## src/rtl/common_pkg.sv

```systemverilog
// Shared types and sizing for the CLIC dispatch slice: index/priority widths,
// default preemption depth and the dispatcher state encoding.
package common_pkg;

  localparam int NR_INDEX_BITS       = 4;
  localparam int NR_PRIO_BITS        = 3;
  localparam int STACK_DEPTH_DEFAULT = 4;

  typedef logic [NR_INDEX_BITS-1:0] Index;
  typedef logic [NR_PRIO_BITS-1:0]  Prio;

  typedef enum logic {
    ST_IDLE = 1'b0,
    ST_REQ  = 1'b1
  } dispatch_state_e;

  // Preemption needs strictly higher priority; equal priority never preempts.
  function automatic logic prio_preempts(input Prio cand, input Prio running);
    return (cand > running);
  endfunction

endpackage

```

## src/rtl/prio_stack.sv

```systemverilog
// LIFO of saved running priorities; the top entry is visible combinationally
// so a pop returns its data in the same cycle.
module prio_stack #(
  parameter  int DEPTH = 4,
  parameter  int W     = 3,
  localparam int DW    = $clog2(DEPTH + 1),
  localparam int AW    = (DEPTH > 1) ? $clog2(DEPTH) : 1
) (
  input  logic          clk,
  input  logic          reset,
  input  logic          push,
  input  logic          pop,
  input  logic [W-1:0]  din,
  output logic [W-1:0]  dout,
  output logic [DW-1:0] depth
);

  logic [W-1:0]  r_mem [DEPTH];
  logic [DW-1:0] r_depth;
  logic          w_full;
  logic          w_empty;

  assign w_full  = (r_depth == DW'(DEPTH));
  assign w_empty = (r_depth == '0);
  assign depth   = r_depth;

  // Top-of-stack read path.
  always_comb begin
    dout = '0;
    if (!w_empty) begin
      dout = r_mem[AW'(r_depth - 1'b1)];
    end else begin
      dout = '0;
    end
  end

  // Pointer and storage update; pop wins if both are requested.
  always_ff @(posedge clk) begin
    if (reset) begin
      r_depth <= '0;
      for (int i = 0; i < DEPTH; i++) begin
        r_mem[i] <= '0;
      end
    end else if (pop && !w_empty) begin
      r_depth <= r_depth - 1'b1;
    end else if (push && !w_full) begin
      r_mem[AW'(r_depth)] <= din;
      r_depth             <= r_depth + 1'b1;
    end
  end

endmodule

```

## src/rtl/clic_dispatch.sv

```systemverilog
// Interrupt dispatcher: qualifies the arbiter winner against the running
// priority, handshakes it to the core and tracks nesting on a priority stack.
module clic_dispatch
  import common_pkg::*;
#(
  parameter  int STACK_DEPTH = STACK_DEPTH_DEFAULT,
  localparam int DW          = $clog2(STACK_DEPTH + 1)
) (
  input  logic          clk,
  input  logic          reset,
  input  logic          is_interrupt,
  input  Index          index,
  input  Prio           prio,
  output logic          irq_req,
  output Index          irq_index,
  input  logic          irq_ack,
  input  logic          irq_done,
  output logic          pend_clr,
  output Index          pend_clr_index,
  output Prio           cur_prio,
  output logic [DW-1:0] depth,
  output logic          stack_err
);

  dispatch_state_e r_state, w_state_nxt;
  Index            r_lat_idx, r_irq_index, r_pend_clr_index;
  Prio             r_lat_prio, r_cur_prio;
  logic            r_irq_req, r_pend_clr, r_stack_err;
  logic            w_qual, w_latch, w_push, w_pop, w_err_set;
  Prio             w_stack_dout;
  logic [DW-1:0]   w_depth;

  prio_stack #(.DEPTH(STACK_DEPTH), .W(NR_PRIO_BITS)) u_stack (
    .clk   (clk),
    .reset (reset),
    .push  (w_push),
    .pop   (w_pop),
    .din   (r_cur_prio),
    .dout  (w_stack_dout),
    .depth (w_depth)
  );

  assign w_qual = is_interrupt && prio_preempts(prio, r_cur_prio)
                  && (w_depth < DW'(STACK_DEPTH));

  // Next state and stack commands; irq_done always outranks take and ack.
  always_comb begin
    w_state_nxt = r_state;
    w_latch     = 1'b0;
    w_push      = 1'b0;
    w_pop       = 1'b0;
    w_err_set   = 1'b0;
    case (r_state)
      ST_IDLE: begin
        if (irq_done) begin
          if (w_depth != '0) w_pop = 1'b1;
          else               w_err_set = 1'b1;
        end else if (w_qual) begin
          w_latch     = 1'b1;
          w_state_nxt = ST_REQ;
        end else begin
          w_state_nxt = ST_IDLE;
        end
      end
      ST_REQ: begin
        if (irq_done) begin
          w_state_nxt = ST_IDLE;
          if (w_depth != '0) w_pop = 1'b1;
          else               w_err_set = 1'b1;
        end else if (irq_ack) begin
          w_push      = 1'b1;
          w_state_nxt = ST_IDLE;
        end else begin
          w_state_nxt = ST_REQ;
        end
      end
      default: w_state_nxt = ST_IDLE;
    endcase
  end

  // State, latched winner, running priority and registered outputs.
  always_ff @(posedge clk) begin
    if (reset) begin
      r_state          <= ST_IDLE;
      r_lat_idx        <= '1;
      r_lat_prio       <= '0;
      r_cur_prio       <= '0;
      r_irq_req        <= 1'b0;
      r_irq_index      <= '1;
      r_pend_clr       <= 1'b0;
      r_pend_clr_index <= '1;
      r_stack_err      <= 1'b0;
    end else begin
      r_state <= w_state_nxt;
      if (w_latch) begin
        r_lat_idx  <= index;
        r_lat_prio <= prio;
      end
      r_irq_req        <= (w_state_nxt == ST_REQ);
      r_irq_index      <= (w_state_nxt != ST_REQ) ? '1 : (w_latch ? index : r_lat_idx);
      r_pend_clr       <= w_push;
      r_pend_clr_index <= w_push ? r_lat_idx : '1;
      if (w_pop)       r_cur_prio <= w_stack_dout;
      else if (w_push) r_cur_prio <= r_lat_prio;
      if (w_err_set)   r_stack_err <= 1'b1;
    end
  end

  assign irq_req        = r_irq_req;
  assign irq_index      = r_irq_index;
  assign pend_clr       = r_pend_clr;
  assign pend_clr_index = r_pend_clr_index;
  assign cur_prio       = r_cur_prio;
  assign depth          = w_depth;
  assign stack_err      = r_stack_err;

endmodule

```

## config.mk

```make
export PLATFORM = sky130hd
export DESIGN_NAME = clic_dispatch
export DESIGN_NICKNAME = d
export VERILOG_FILES = /design/src/rtl/common_pkg.sv /design/src/rtl/prio_stack.sv /design/src/rtl/clic_dispatch.sv
export SDC_FILE = /design/constraint.sdc
export NUM_CORES = 1
export LEC_CHECK = 0
export BUFFER_PORTS_ARGS = -buffer_cell sky130_fd_sc_hd__buf_4
export CAP_MARGIN = 20
export CORE_MARGIN = 2
export CORE_UTILIZATION = 28
export DETAILED_ROUTE_END_ITERATION = 8
export HOLD_SLACK_MARGIN = 0.15
export SLEW_MARGIN = 40
export SYNTH_ARGS = -nofsm -noshare
export SYNTH_HDL_FRONTEND = slang
export SYNTH_SLANG_ARGS = --single-unit
export TNS_END_PERCENT = 5
```

## constraint.sdc

```tcl
create_clock -name clk -period 3.5 [get_ports clk]
set_input_delay 0.525 -clock clk [delete_from_list [all_inputs] [get_ports clk]]
set_output_delay 0.525 -clock clk [all_outputs]
set_load 0.005 [all_outputs]
```

### Word-level counts from Yosys, hierarchy flattened

Memories as Yosys holds them, arrays and structs flattened.
Cells that the tools add are included.
W data, S select, Z words.

| word-level totals | value |
|---|---|
| bits in registers | 24 |
| latch bits | 0 |
| bits in writable memories | 12 |
| ROM bits | 0 |
| bits of input ports | 12 |
| logic and storage cells | 59 |
| memories kept | 1 |

| operators by class | value |
|---|---|
| $add $sub $neg | 2 |
| multiply operators | 0 |
| div/mod/pow operators | 0 |
| $lt $le $gt $ge | 2 |
| equality and inequality tests | 1 |
| shift operators | 0 |
| multiplexer cells | 28 |
| bitwise logic cells | 3 |
| reductions and logical operators | 13 |

Memories:

| memory | words | width | rd ports | clocked after memory_dff | write ports | line | text |
|---|---|---|---|---|---|---|---|
| u_stack.r_mem | 4 | 3 | 1 | 0 | 4 | prio_stack.sv:18 | `logic [W-1:0] r_mem [DEPTH];` |

Operator list:

| kind | number |
|---|---|
| $mux W1 | 19 |
| $mux W3 | 6 |
| $logic_and A1 B1 Y1 | 4 |
| $mux W4 | 1 |
| $reduce_bool A2 Y1 | 2 |
| $reduce_or A2 Y1 | 2 |
| $add A3 B1 Y3 const B | 1 |
| $eq A3 B3 Y1 const B | 1 |
| $gt A3 B3 Y1 | 1 |
| $logic_not A3 Y1 | 1 |
| $lt A3 B3 Y1 const B | 1 |
| $not A1 Y1 | 3 |
| $reduce_bool A3 Y1 | 1 |
| $reduce_or A3 Y1 | 1 |
| $sub A3 B1 Y3 const B | 1 |
| $logic_not A1 Y1 | 2 |
| $mux W2 | 1 |
| $pmux W1 S2 | 1 |

### Logic depth before layout (Yosys ltp)

| depth | value |
|---|---|
| depth after elaboration | 10 |
| mapped depth | 6 |
| depth with buffers taken out | 5 |

### Modules after synthesis

A second synthesis with hierarchy kept.

| second synthesis, totals | value |
|---|---|
| cells, all modules | 161 |
| area, all modules | 1714.1 um^2 |

Modules (own cells, without submodules):

| module | times used | cells an instance | area an instance (um^2) | seq. area each (um^2) |
|---|---|---|---|---|
| clic_dispatch | 1 | 88 | 867.1 | 420.4 |
| prio_stack | 1 | 73 | 847.1 | 420.4 |

### Least setup slack after synthesis

OpenSTA, ideal clock, no wires.

| path | value |
|---|---|
| path type | register -> register |
| from | register u_stack.r_depth[0] (netlist: u_stack.depth[0]) |
| to | memory u_stack.r_mem[1][0], enable pin |
| arrival | 1421 ps |
| required time | 3174 ps |
| slack | 1753 ps |
| cell stages (with the launch flop) | 7 |
| path buffers | 1 |
| clock period less this slack | 1747 ps |
| cell sequence | dfxtp_1 > buf_2 > inv_1 > ha_1 > nand2_1 > nand2_1 > o21bai_1 |

RTL lines:

| item | line | text |
|---|---|---|
| start: declaration | prio_stack.sv:19 | `logic [DW-1:0] r_depth;` |
| start signal: assignment | prio_stack.sv:45 | `r_depth <= r_depth - 1'b1;` |
| start signal: assignment | prio_stack.sv:48 | `r_depth <= r_depth + 1'b1;` |
| end: declaration | prio_stack.sv:18 |  |

==> results.json <==
{
  "synth_area_leaders": "dfxtp_1 29%, edfxtp_1 22%, nor2_1 5.0%",
  "dieHeight_um": 81.12,
  "grt_max_degree": 31,
  "ys_seq_elements": 36,
  "post_cts_resized": 0,
  "io_buffers": 28,
  "instances_no_fill": 265,
  "timing.slew.headroom": 0.6320,
  "dp_hpwl_mm": 2.528,
  "cp-start-kind": "flip-flop",
  "synthCells": 160,
  "clockBufferDepth": 2,
  "viasPerCell": 4.732,
  "hold_buffers": 0,
  "gp_congestion": 0.8032,
  "drive_gt1_frac": 0.2526,
  "cts_tree": "yes",
  "worstPathArrival_ps": 2000,
  "coreArea_um2": 5851,
  "synth_cell_types": 36,
  "postSynth.asyncResetShare": 0,
  "tightest_slew_ps": 550.7,
  "diodes": 0,
  "overflow": 0,
  "initial_core_util": 0.2846,
  "ir_worst_vdd_mv": 0.1982,
  "top_layer": "met4",
  "via_count": 1254,
  "p_seq_frac": 0.442,
  "setup_viol": 0,
  "insertion_delay_ps": 290,
  "endpoint_kind": "flip-flop",
  "internal_power_w": 0.0008100,
  "required_ps": 3470,
  "ios": 29,
  "drt-met1-wl_mm": 1.641,
  "cp_max_fo": 12,
  "yosysSeqAreaShare": 0.5049,
  "synth_top_flop_cell": "dfxtp_1",
  "finalNetCount": 207,
  "slew_violations": 0,
  "die_w_um": 81.12,
  "drv_cap": 0,
  "dr.pass1.iters": 4,
  "synth_area_leader_cell": "dfxtp_1",
  "cts_inserted_buffers": 5,
  "met2_length_mm": 1.545,
  "synth_edf_count": 12,
  "area.growth.synth_to_final_pct": 22.69,
  "cts.sinks": 36,
  "hold_class": "reg -> reg",
  "syn_nets": 178,
  "status": "complete, no violations",
  "drt-initial-drc-count": 78,
  "power.leakage_nw": 0.7857,
  "multiInputGateArea_um2": 759.5,
  "postCtsSetupRepairBufs": 0,
  "swShare": 0.3336,
  "filler_cell_count": 607,
  "clk_pin_slew_ps": 70,
  "synth_area_um2": 1665,
  "postRouteAntennaNets": 0,
  "fmax_mhz": 492.8,
  "antenna_found_initial": 0,
  "criticalPathCategory": "reg -> reg",
  "synth_top_area_share": 0.2885,
  "root_buffer": "clkbuf_8",
  "yosysWarnings": 0,
  "layout_min_cycle_time_ps": 2029,
  "wl_per_cell_um": 13.07,
  "track_usage": 0.1165,
  "routed-wl-met3_um": 243,
  "grt_pass1_vias": 1205,
  "comb_power_share": 0.303,
  "regArea_um2": 840.8,
  "power_density_nw_per_um2": 594.9,
  "power_frac_clock": 0.254,
  "finalSetupTns_ps": 0,
  "rows": 28,
  "htree_levels": 2,
  "final_hold_viol_count": 0,
  "wirelength_mm": 3.463,
  "drc": 0,
  "fin_crit_sh": 0.5798,
  "die_area_um2": 6580,
  "dp_cells": 257,
  "syn_area_per_cell_um2": 10.41,
  "skew_ps": 8.465,
  "rsz0062_at_grt": "false",
  "grt_pass1_wl_mm": 5.727,
  "p_switching_w": 0.0004054
}
-- layer usage --
layer	up-vias	track usage
li1	631	-
met1	576	0.1494
met2	44	0.1810
met3	3	0.03222
met4	0	0.05593
met5	-	0
-- synthesized netlist by cell type (all sizes together) (3+ instances only) --
library cell,number
dfxtp,24
nor2,22
edfxtp,12
nand2b,11
inv,10
a21oi,8
nand3,8
nand2,7
clkbuf,6
ha,6
a31oi,4
mux2i,4
a2111oi,3
mux4,3
nor3,3
o211ai,3
or2,3
-- flip-flops by register name, indices dropped and copies added, names as in the netlist, 3 cells and up --
signal	count
irq_index	4
cur_prio	3
u_stack.depth	3
r_lat_idx	4
u_stack.r_mem	12
pend_clr_index	4
r_lat_prio	3
-- path summary, 6_finish.rpt --
path,cells after the start,to,slack [ps],startpoint
hold reg to reg,1,pend_clr_index[1]$_SDFF_PP1_,460,r_lat_idx[1]$_SDFF_PP1_
setup / recovery,5,u_stack.r_mem[1][1]$_SDFFCE_PN0P_,1470,u_stack.depth[0]$_SDFFE_PP0P_
setup reg to reg,5,u_stack.r_mem[1][1]$_SDFFCE_PN0P_,1470,u_stack.depth[0]$_SDFFE_PP0P_
hold / removal,1,pend_clr_index[1]$_SDFF_PP1_,460,r_lat_idx[1]$_SDFF_PP1_
-- cell usage in the layout, fill, tap and decap left out, types with 2 or more instances in the layout --
cell type / netlist / final
nand2_1: 7 / 7
mux4_2: 3 / 3
nand3b_1: 2 / 2
a21oi_1: 8 / 8
a2111oi_1: 2 / 2
ha_1: 6 / 6
edfxtp_1: 12 / 12
dfxtp_1: 24 / 24
clkbuf_8: 0 / 6
mux2_2: 2 / 2
nor3_1: 3 / 3
nand2b_1: 11 / 11
or2_2: 3 / 3
nand3_1: 8 / 8
a41o_1: 2 / 2
o211ai_1: 3 / 3
o21bai_1: 2 / 2
inv_1: 10 / 10
buf_4: 0 / 29
nor2b_1: 2 / 2
mux2i_1: 4 / 4
a31oi_1: 4 / 4
nor2_1: 22 / 22
-- cell type report --
type,instances,share of cell area
Inverter,10,0.01837
Tap cell,75,0.04593
Timing Repair Buffer,29,0.1066
Clock inverter,1,0.003674
Sequential cell,36,0.4115
Clock buffer,7,0.04225
Multi-Input combinational cell,107,0.3717
-- power groups by stage --
stage | clock, W | combinational, W | sequential (W)
floorplan | 0 | 0.000271 | 0.000523
global placement | 0 | 0.000369 | 0.000548
detailed placement | 0 | 0.000369 | 0.000548
CTS | 0.000315 | 0.000371 | 0.000539
global route | 0.000327 | 0.000415 | 0.000549
finish | 0.000309 | 0.000369 | 0.000538
-- kinds of logic after synthesis --
group | synth area share
buffers and inverters | 0.03907
DFF | 0.5049
and+or+nand+nor | 0.2006
adders and majority gates | 0.04508
muxes | 0.07813
AOI/OAI and AO/OA | 0.1322
-- through the flow --
stage | setup slack [ps] | total power [W] | hold WS [ps] | util | area, um2
floorplan | 1753 | 0.0007940 | 434.9 | - | 1665
global placement | 1387 | 0.0009166 | 448.1 | 0.3332 | 1949
detailed placement | 1437 | 0.0009170 | 449.2 | 0.3332 | 1949
CTS | 1452 | 0.001225 | 467.2 | 0.3492 | 2043
global route | 1169 | 0.001291 | 486.5 | 0.3492 | 2043
finish | 1471 | 0.001215 | 463.9 | 0.3492 | 2043
-- critical path: stages (launching register included) --
cell	delay (ps)
dfxtp_1	610
inv_1	190
ha_1	290
nand2_1	210
nand2_1	120
o21bai_1	300
No activity file was read; power rests on OpenSTA's default activity.
